File: config.mk
export PLATFORM = sky130hd
export DESIGN_NAME = nmea_gga_tx_flat
export DESIGN_NICKNAME = d
export VERILOG_FILES = /design/src/rtl/nmea_gga_tx_if.sv /design/src/rtl/nmea_gga_tx.sv /design/src/flat_wrapper.sv
export SDC_FILE = /design/constraint.sdc
export NUM_CORES = 1
export LEC_CHECK = 0
export ABC_AREA = 1
export CORE_AREA = 2 2 84 126
export DETAILED_ROUTE_END_ITERATION = 10
export DIE_AREA = 0 0 86 128
export PLACE_DENSITY_LB_ADDON = 0.12
export SLEW_MARGIN = 20
export SYNTH_ARGS = -nofsm -noshare
export SYNTH_HDL_FRONTEND = slang
export SYNTH_SLANG_ARGS = --single-unit
File: constraint.sdc
create_clock -name CLK -period 1.6 [get_ports CLK]
set_input_delay 0.24 -clock CLK [delete_from_list [all_inputs] [get_ports CLK]]
set_output_delay 0.24 -clock CLK [all_outputs]
set_load 0.005 [all_outputs]
File: src/rtl/nmea_gga_tx_if.sv
// nmea_gga_tx_if: request/UART handshake bundle for the NMEA GGA sentence transmitter.
// Revision: 1.0
`default_nettype none

interface nmea_gga_tx_if;
   logic        start;
   logic [47:0] time_in;
   logic        TxD_busy;
   logic [7:0]  TxD_data_out;
   logic        TxD_start;
   logic        busy;
   logic        done;

   modport master (
      output start, time_in, TxD_busy,
      input  TxD_data_out, TxD_start, busy, done
   );

   modport slave (
      input  start, time_in, TxD_busy,
      output TxD_data_out, TxD_start, busy, done
   );
endinterface

`default_nettype wire

File: src/rtl/nmea_gga_tx.sv
// nmea_gga_tx: emits "$GPGGA,<HHMMSS>,,...*CS\r\n" byte-by-byte to a UART; NMEA_CHECKSUM_EN adds "*CS".
// Revision: 1.0
`default_nettype none

module nmea_gga_tx #(
   parameter int NUM_EMPTY_FIELDS = 13
) (
   input  wire logic         CLK,
   input  wire logic         RST,
   nmea_gga_tx_if.slave      gga
);

   typedef enum logic [2:0] {
      ST_IDLE      = 3'd0,
      ST_SEND      = 3'd1,
      ST_WAIT_BUSY = 3'd2,
      ST_WAIT_FREE = 3'd3,
      ST_DONE      = 3'd4
   } state_t;

   localparam logic [5:0] c_IDX_STAR = 6'(13 + NUM_EMPTY_FIELDS);
`ifdef NMEA_CHECKSUM_EN
   localparam logic [5:0] c_IDX_LF   = 6'(13 + NUM_EMPTY_FIELDS + 4);
`else
   localparam logic [5:0] c_IDX_LF   = 6'(13 + NUM_EMPTY_FIELDS + 1);
`endif

   state_t      r_state;
   logic [5:0]  r_idx;
   logic [47:0] r_time;
   logic [7:0]  r_data;
   logic        r_txd_start;
   logic        r_busy;
   logic        r_done;
   logic [7:0]  w_byte;

`ifdef NMEA_CHECKSUM_EN
   logic [7:0]  r_csum;

   function automatic logic [7:0] f_hex(input logic [3:0] n);
      return (n < 4'd10) ? (8'h30 + {4'h0, n}) : (8'h37 + {4'h0, n});
   endfunction
`endif

   // Byte selected by index; trailing region resolves to '*', hex, CR or LF.
   always_comb begin
      w_byte = 8'h2C;
      case (r_idx)
         6'd0:  w_byte = 8'h24;
         6'd1:  w_byte = 8'h47;
         6'd2:  w_byte = 8'h50;
         6'd3:  w_byte = 8'h47;
         6'd4:  w_byte = 8'h47;
         6'd5:  w_byte = 8'h41;
         6'd6:  w_byte = 8'h2C;
         6'd7:  w_byte = r_time[47:40];
         6'd8:  w_byte = r_time[39:32];
         6'd9:  w_byte = r_time[31:24];
         6'd10: w_byte = r_time[23:16];
         6'd11: w_byte = r_time[15:8];
         6'd12: w_byte = r_time[7:0];
         default: begin
            if (r_idx < c_IDX_STAR)
               w_byte = 8'h2C;
`ifdef NMEA_CHECKSUM_EN
            else if (r_idx == c_IDX_STAR)
               w_byte = 8'h2A;
            else if (r_idx == c_IDX_STAR + 6'd1)
               w_byte = f_hex(r_csum[7:4]);
            else if (r_idx == c_IDX_STAR + 6'd2)
               w_byte = f_hex(r_csum[3:0]);
`endif
            else if (r_idx == c_IDX_LF)
               w_byte = 8'h0A;
            else
               w_byte = 8'h0D;
         end
      endcase
   end

   always_ff @(posedge CLK) begin
      if (RST) begin
         r_state     <= ST_IDLE;
         r_idx       <= 6'd0;
         r_time      <= 48'd0;
         r_data      <= 8'h00;
         r_txd_start <= 1'b0;
         r_busy      <= 1'b0;
         r_done      <= 1'b0;
`ifdef NMEA_CHECKSUM_EN
         r_csum      <= 8'h00;
`endif
      end else begin
         r_txd_start <= 1'b0;
         r_done      <= 1'b0;
         case (r_state)
            ST_IDLE: begin
               if (gga.start) begin
                  r_time  <= gga.time_in;
                  r_busy  <= 1'b1;
                  r_idx   <= 6'd0;
`ifdef NMEA_CHECKSUM_EN
                  r_csum  <= 8'h00;
`endif
                  r_state <= ST_SEND;
               end
            end
            ST_SEND: begin
               if (!gga.TxD_busy) begin
                  r_data      <= w_byte;
                  r_txd_start <= 1'b1;
`ifdef NMEA_CHECKSUM_EN
                  // Only bytes strictly between '$' and '*' enter the checksum.
                  if (r_idx != 6'd0 && r_idx < c_IDX_STAR)
                     r_csum <= r_csum ^ w_byte;
`endif
                  r_state     <= ST_WAIT_BUSY;
               end
            end
            ST_WAIT_BUSY: begin
               if (gga.TxD_busy)
                  r_state <= ST_WAIT_FREE;
            end
            ST_WAIT_FREE: begin
               if (!gga.TxD_busy) begin
                  if (r_idx == c_IDX_LF) begin
                     r_done  <= 1'b1;
                     r_busy  <= 1'b0;
                     r_state <= ST_DONE;
                  end else begin
                     r_idx   <= r_idx + 6'd1;
                     r_state <= ST_SEND;
                  end
               end
            end
            ST_DONE: r_state <= ST_IDLE;
            default: r_state <= ST_IDLE;
         endcase
      end
   end

   assign gga.TxD_data_out = r_data;
   assign gga.TxD_start    = r_txd_start;
   assign gga.busy         = r_busy;
   assign gga.done         = r_done;

endmodule

`default_nettype wire

File: src/flat_wrapper.sv
// flat-port wrapper written by rule: the top's interface ports become plain ports
module nmea_gga_tx_flat 
#(
   parameter int NUM_EMPTY_FIELDS = 13
)
  (CLK, RST, gga_start, gga_time_in, gga_TxD_busy, gga_TxD_data_out, gga_TxD_start, gga_busy, gga_done);
  nmea_gga_tx_if gga_i ();
  input  wire logic CLK;
  input  wire logic RST;
  input wire logic [$bits(gga_i.start)-1:0] gga_start;
  input wire logic [$bits(gga_i.time_in)-1:0] gga_time_in;
  input wire logic [$bits(gga_i.TxD_busy)-1:0] gga_TxD_busy;
  output wire logic [$bits(gga_i.TxD_data_out)-1:0] gga_TxD_data_out;
  output wire logic [$bits(gga_i.TxD_start)-1:0] gga_TxD_start;
  output wire logic [$bits(gga_i.busy)-1:0] gga_busy;
  output wire logic [$bits(gga_i.done)-1:0] gga_done;
  assign gga_i.start = gga_start;
  assign gga_i.time_in = gga_time_in;
  assign gga_i.TxD_busy = gga_TxD_busy;
  assign gga_TxD_data_out = gga_i.TxD_data_out;
  assign gga_TxD_start = gga_i.TxD_start;
  assign gga_busy = gga_i.busy;
  assign gga_done = gga_i.done;
  nmea_gga_tx #(.NUM_EMPTY_FIELDS(NUM_EMPTY_FIELDS)) u_core (.CLK(CLK), .RST(RST), .gga(gga_i));
endmodule
# After elaboration in Yosys (flattened, before gate mapping)
# Cells that the tools add are included.
[totals]
elab_cells = 64
out_inout_bits = 11
input_bits = 52
register_bits = 68
[op_classes]
order_cmp = 1
n_bitwise = 3
n_eq_ne = 22
addsub = 1
reduce_logical = 11
n_mux = 19
[ops]
columns = ["op", "count"]
rows = [
  ["8-bit one-hot mux with 11 select lines", 1],
  ["6-bit by 4-bit equality test with 1-bit output (second input constant)", 5],
  ["6-bit by 3-bit equality test with 1-bit output (second input constant)", 4],
  ["3-bit 2-to-1 mux", 6],
  ["6-bit 2-to-1 mux", 3],
  ["6-bit by 2-bit equality test with 1-bit output (second input constant)", 2],
  ["3-bit one-hot mux with 4 select lines", 1],
  ["6-bit one-hot mux with 2 select lines", 1],
  ["4-bit AND reduction", 3],
  ["2-bit != test (second input constant)", 5],
  ["8-bit 2-to-1 mux", 1],
  ["6-bit by 1-bit adder with 6-bit output (second input constant)", 1],
  ["3-bit by 2-bit equality test with 1-bit output (second input constant)", 2],
  ["6-bit by 1-bit equality test with 1-bit output (second input constant)", 1],
  ["6-bit by 5-bit equality test with 1-bit output (second input constant)", 1],
  ["6-bit zero test", 1],
  ["6-bit by 5-bit less-than comparator with 1-bit output (second input constant)", 1],
  ["3-bit OR reduction", 2],
  ["1-bit 2-to-1 mux", 5],
  ["2-bit AND reduction", 2],
  ["3-bit by 1-bit equality test with 1-bit output (second input constant)", 1],
  ["3-bit zero test", 1],
  ["1-bit NOT", 3],
  ["2-bit by 1-bit != test with 1-bit output (second input constant)", 1],
  ["3 further kinds", 3],
]

# Longest topological paths before layout
[depth]
ltp_word = 4
mapped_depth = 13
mapped_depth_nobuf = 12

# Worst setup path before layout
# OpenSTA, ideal clock, no wires.
[synth_path]
kind = "register to register"
start = "reg u_core.r_idx[0]"
end = "reg u_core.r_idx[5]"
path_stages_with_launch = 12
required_ns = 1.490
path_buffers = 2
arrival_time_ns = 1.527
setup_slack_ns = -0.037
path_cell_list = "dfxtp_1 > ha_1 > buf_2 > nand4_2 > nand2_2 > a21oi_4 > nand2_2 > buf_4 > nand2_2 > inv_1 > nand2_1 > nor2_1"
[synth_between]
elab_chain_len = 4
word_cells_on_any_way = 7
cone_classes = "1 x add/sub; 2 x eq/ne; 3 x mux; 1 x reduce/logical"
[synth_rtl]
columns = ["element", "line_no", "source"]
rows = [
  ["from (decl)", "nmea_gga_tx.sv:29", "logic [5:0] r_idx;"],
  ["from (signal assigned)", "nmea_gga_tx.sv:131", "r_idx <= r_idx + 6'd1;"],
  ["6-bit by 1-bit adder with 6-bit output", "nmea_gga_tx.sv:131", ""],
  ["6-bit 2-to-1 mux", "nmea_gga_tx.sv:126", "if (r_idx == c_IDX_LF) begin"],
  ["6-bit 2-to-1 mux", "nmea_gga_tx.sv:125", "if (!gga.TxD_busy) begin"],
  ["6-bit one-hot mux with 2 select lines", "nmea_gga_tx.sv:96", "case (r_state)"],
]
# Several ways; a longest one is shown, not always the timed one. The select of a mux whose other input is x is not followed.
# A chain may end at the register's enable or synchronous reset.

==> flow_summary.json <==
{
  "status": "finished, violations left",
  "violations": "negative setup slack",
  "start_util": 0.328,
  "rr_startpoint": "u_core.r_idx[0]$_SDFFE_PP0P_",
  "peakVddDrop_mv": 0.679,
  "total_power_mw": 6.38,
  "clock_latency_ns": 0.33,
  "dr.pass1.iters": 4,
  "period_needed_ns": 1.63,
  "hpwl_mm": 7.55,
  "hold_class": "in -> reg",
  "grt_pass1_vias": 3512,
  "maxSlewHeadroom": 0.658,
  "stdcell_count": 718,
  "fmax_mhz": 614,
  "htreeDepth": 3,
  "dieWidth_um": 86,
  "required_ns": 1.79,
  "mostFrequentLayoutCell": "nand2_1",
  "skew_ns": 0.00331,
  "worstSetupPathType": "reg -> reg",
  "clock-sinks": 68,
  "portBuffers": 62,
  "final.setup.tns_ns": -0.176,
  "pre_cts_slack_ns": -0.281,
  "crit_path_start": "u_core.r_idx[0]$_SDFFE_PP0P_",
  "synth_warnings": 0,
  "routabilityCongestion": 1.01,
  "crit_arrival_ns": 1.82,
  "whs_endpoint": "u_core.r_state[2]$_SDFFE_PP0P_",
  "rsz0062_at_grt": "yes",
  "cap_viol_max_count": 0,
  "pwr-share-clk": 0.275,
  "postSynthRegisterBits": 68,
  "worstMarginPinSlew_ns": 0.512,
  "cts_buffers": 9,
  "endpoint_kind": "flip-flop",
  "dp_cells": 690,
  "via_count": 3621,
  "hold_depth": 4,
  "finalNetCount": 654,
  "finalSetupViolCount": 23,
  "synth_cell_types": 23,
  "final-max-slew-violation-count": 0,
  "ant_nets": 0,
  "r2r_end": "u_core.r_time[30]$_SDFFE_PP0P_",
  "areaGrowthSynthToFinish_pct": 62.0,
  "die_area_mm2": 0.0110,
  "intPower_mw": 4.19,
  "cts_root_buffer": "clkbuf_16",
  "r2r_cells": 9,
  "hold_start": "RST",
  "routed_wl_mm": 11.6,
  "clkTransAtPathRegs_ns": 0.05,
  "cts_tree": "yes",
  "clock_path_buffers": 2,
  "p_per_area_mw_per_mm2": 1200,
  "worst-path-max-fanout": 7,
  "multi_input_area_mm2": 0.00206,
  "fillers": 1015,
  "grt_max_degree": 49,
  "core-area_mm2": 0.00997,
  "overflow": 0,
  "p_seq_frac": 0.340,
  "post-route-period-util": 1.02,
  "row_count": 45,
  "drive_above_1_share": 0.295,
  "wl_per_cell_um": 16.2,
  "drc": 0,
  "viasPerCell": 5.04,
  "grt_pass1_wl_mm": 17.4,
  "ys_seq_area_frac": 0.416,
  "start_kind": "flip-flop",
  "switching_share": 0.342,
  "seqCellArea_mm2": 0.00138,
  "track_usage": 0.207,
  "r2r_slack_ns": -0.03,
  "drtIter0Drc": 200,
  "switchingPower_mw": 2.18,
  "syn_nets": 542,
  "hold_violations": 0,
  "synth_area_per_cell_um2": 6.73,
  "die_h_um": 128,
  "ios": 63,
  "synth_area_mm2": 0.00327,
  "diodes": 0,
  "combPwrFrac": 0.385,
  "antenna_found_initial": 0,
  "syn-instance-count": 486,
  "finalWorstSetupSlack_ns": -0.0293,
  "power_leakage_nw": 2.13,
  "final_cell_mix": "105 x nand2_1, 61 x clkdlybuf4s50_1, 61 x dfxtp_1"
}
[cell type report]
cell class / instances / share of cell area
multi-input cells: 346 / 0.389
flip-flops and latches: 68 / 0.260
repair buffers: 127 / 0.240
clock buffers: 12 / 0.0465
inverters: 46 / 0.0342
well taps: 117 / 0.0276
clock inverters: 2 / 0.00236
[worst max path at each step]
stage	cells past startpoint	to
floorplan	11	u_core.r_idx[5]$_SDFFE_PP0P_
global placement	12	u_core.gga.TxD_data_out[3]$_SDFFE_PP0P_
detailed placement	12	u_core.gga.TxD_data_out[3]$_SDFFE_PP0P_
CTS	9	u_core.r_time[29]$_SDFFE_PP0P_
global route	12	u_core.r_idx[5]$_SDFFE_PP0P_
finish	9	u_core.r_time[30]$_SDFFE_PP0P_
[worst max-delay path, cell delays in order (launching register included)]
cell	delay, ns
dfxtp_4	0.36
ha_4	0.20
nand4_4	0.13
nand2_4	0.07
a21oi_4	0.17
buf_12	0.16
nand2_8	0.09
clkbuf_16	0.19
nand2_1	0.06
a21oi_1	0.05
[what timing repair did]
| item | CTS | global route |
|---|---|---|
| gates resized for setup | 47 | 101 |
| hold buffers | 0 | 0 |
| pin swaps | 26 | 44 |
| gates cloned | 4 | 2 |
| buffers inserted | 5 | 7 |
| setup endpoints to repair | 62 | 62 |
[metal layers]
| metal | global-route usage | part of all wire | up-vias |
|---|---|---|---|
| met2 | 0.367 | 0.53 | 61 |
| met5 | 0 | 0 | - |
| met3 | 0.0354 | 0.028 | 25 |
| li1 | - | - | 1820 |
| met4 | 0.0896 | 0.028 | 0 |
| met1 | 0.241 | 0.41 | 1715 |
[cells in the mapped netlist (all sizes together)]
master / count / area (um2)
a21boi: 1 / 7.51
nor3: 5 / 25.0
inv: 44 / 165
nand3: 75 / 380
dfxtp: 68 / 1360
ha: 4 / 50.1
clkinv: 2 / 7.51
clkbuf: 12 / 45.0
o21ai: 18 / 90.1
o22ai: 1 / 12.5
nor2: 34 / 133
nand2: 132 / 503
nand4: 11 / 75.1
buf: 14 / 77.6
o21a: 1 / 7.51
a21oi: 64 / 332
[logic make-up (layout without fill, tap and decap cells)]
logic type / Yosys count / after routing / share of synthesized area
simple gates: 257 / 257 / 0.341
buf+inv: 72 / 187 / 0.0902
fa+ha+maj: 4 / 4 / 0.0153
compound gates: 85 / 85 / 0.137
flops: 68 / 68 / 0.416
[flip-flops by register name (all words and copies together) (netlist names)]
| name | flops |
|---|---|
| u_core.gga.busy | 1 |
| u_core.gga.TxD_data_out | 8 |
| u_core.r_state | 3 |
| u_core.r_time | 48 |
| u_core.gga.done | 1 |
| u_core.r_idx | 6 |
| u_core.gga.TxD_start | 1 |
[per-stage QoR]
step | utilization | cell area, um2 | hold slack (ns)
6_report | 0.532 | 5300 | 0.329
5_1_grt | 0.532 | 5300 | 0.360
4_1_cts | 0.492 | 4900 | 0.281
3_5_place_dp | 0.437 | 4350 | 0.454
3_3_place_gp | 0.437 | 4350 | 0.450
2_1_floorplan | - | 3280 | 0.317
[power groups by stage]
stage               sequential, mW  clock (mW)  combinational, mW
global placement              2.15           0               1.61
CTS                           2.14        1.79               2.25
global route                  2.20        1.85               2.66
floorplan                     2.11           0              0.994
detailed placement            2.16           0               1.63
finish                        2.17        1.76               2.45
Power figures use the tool's default switching activity.
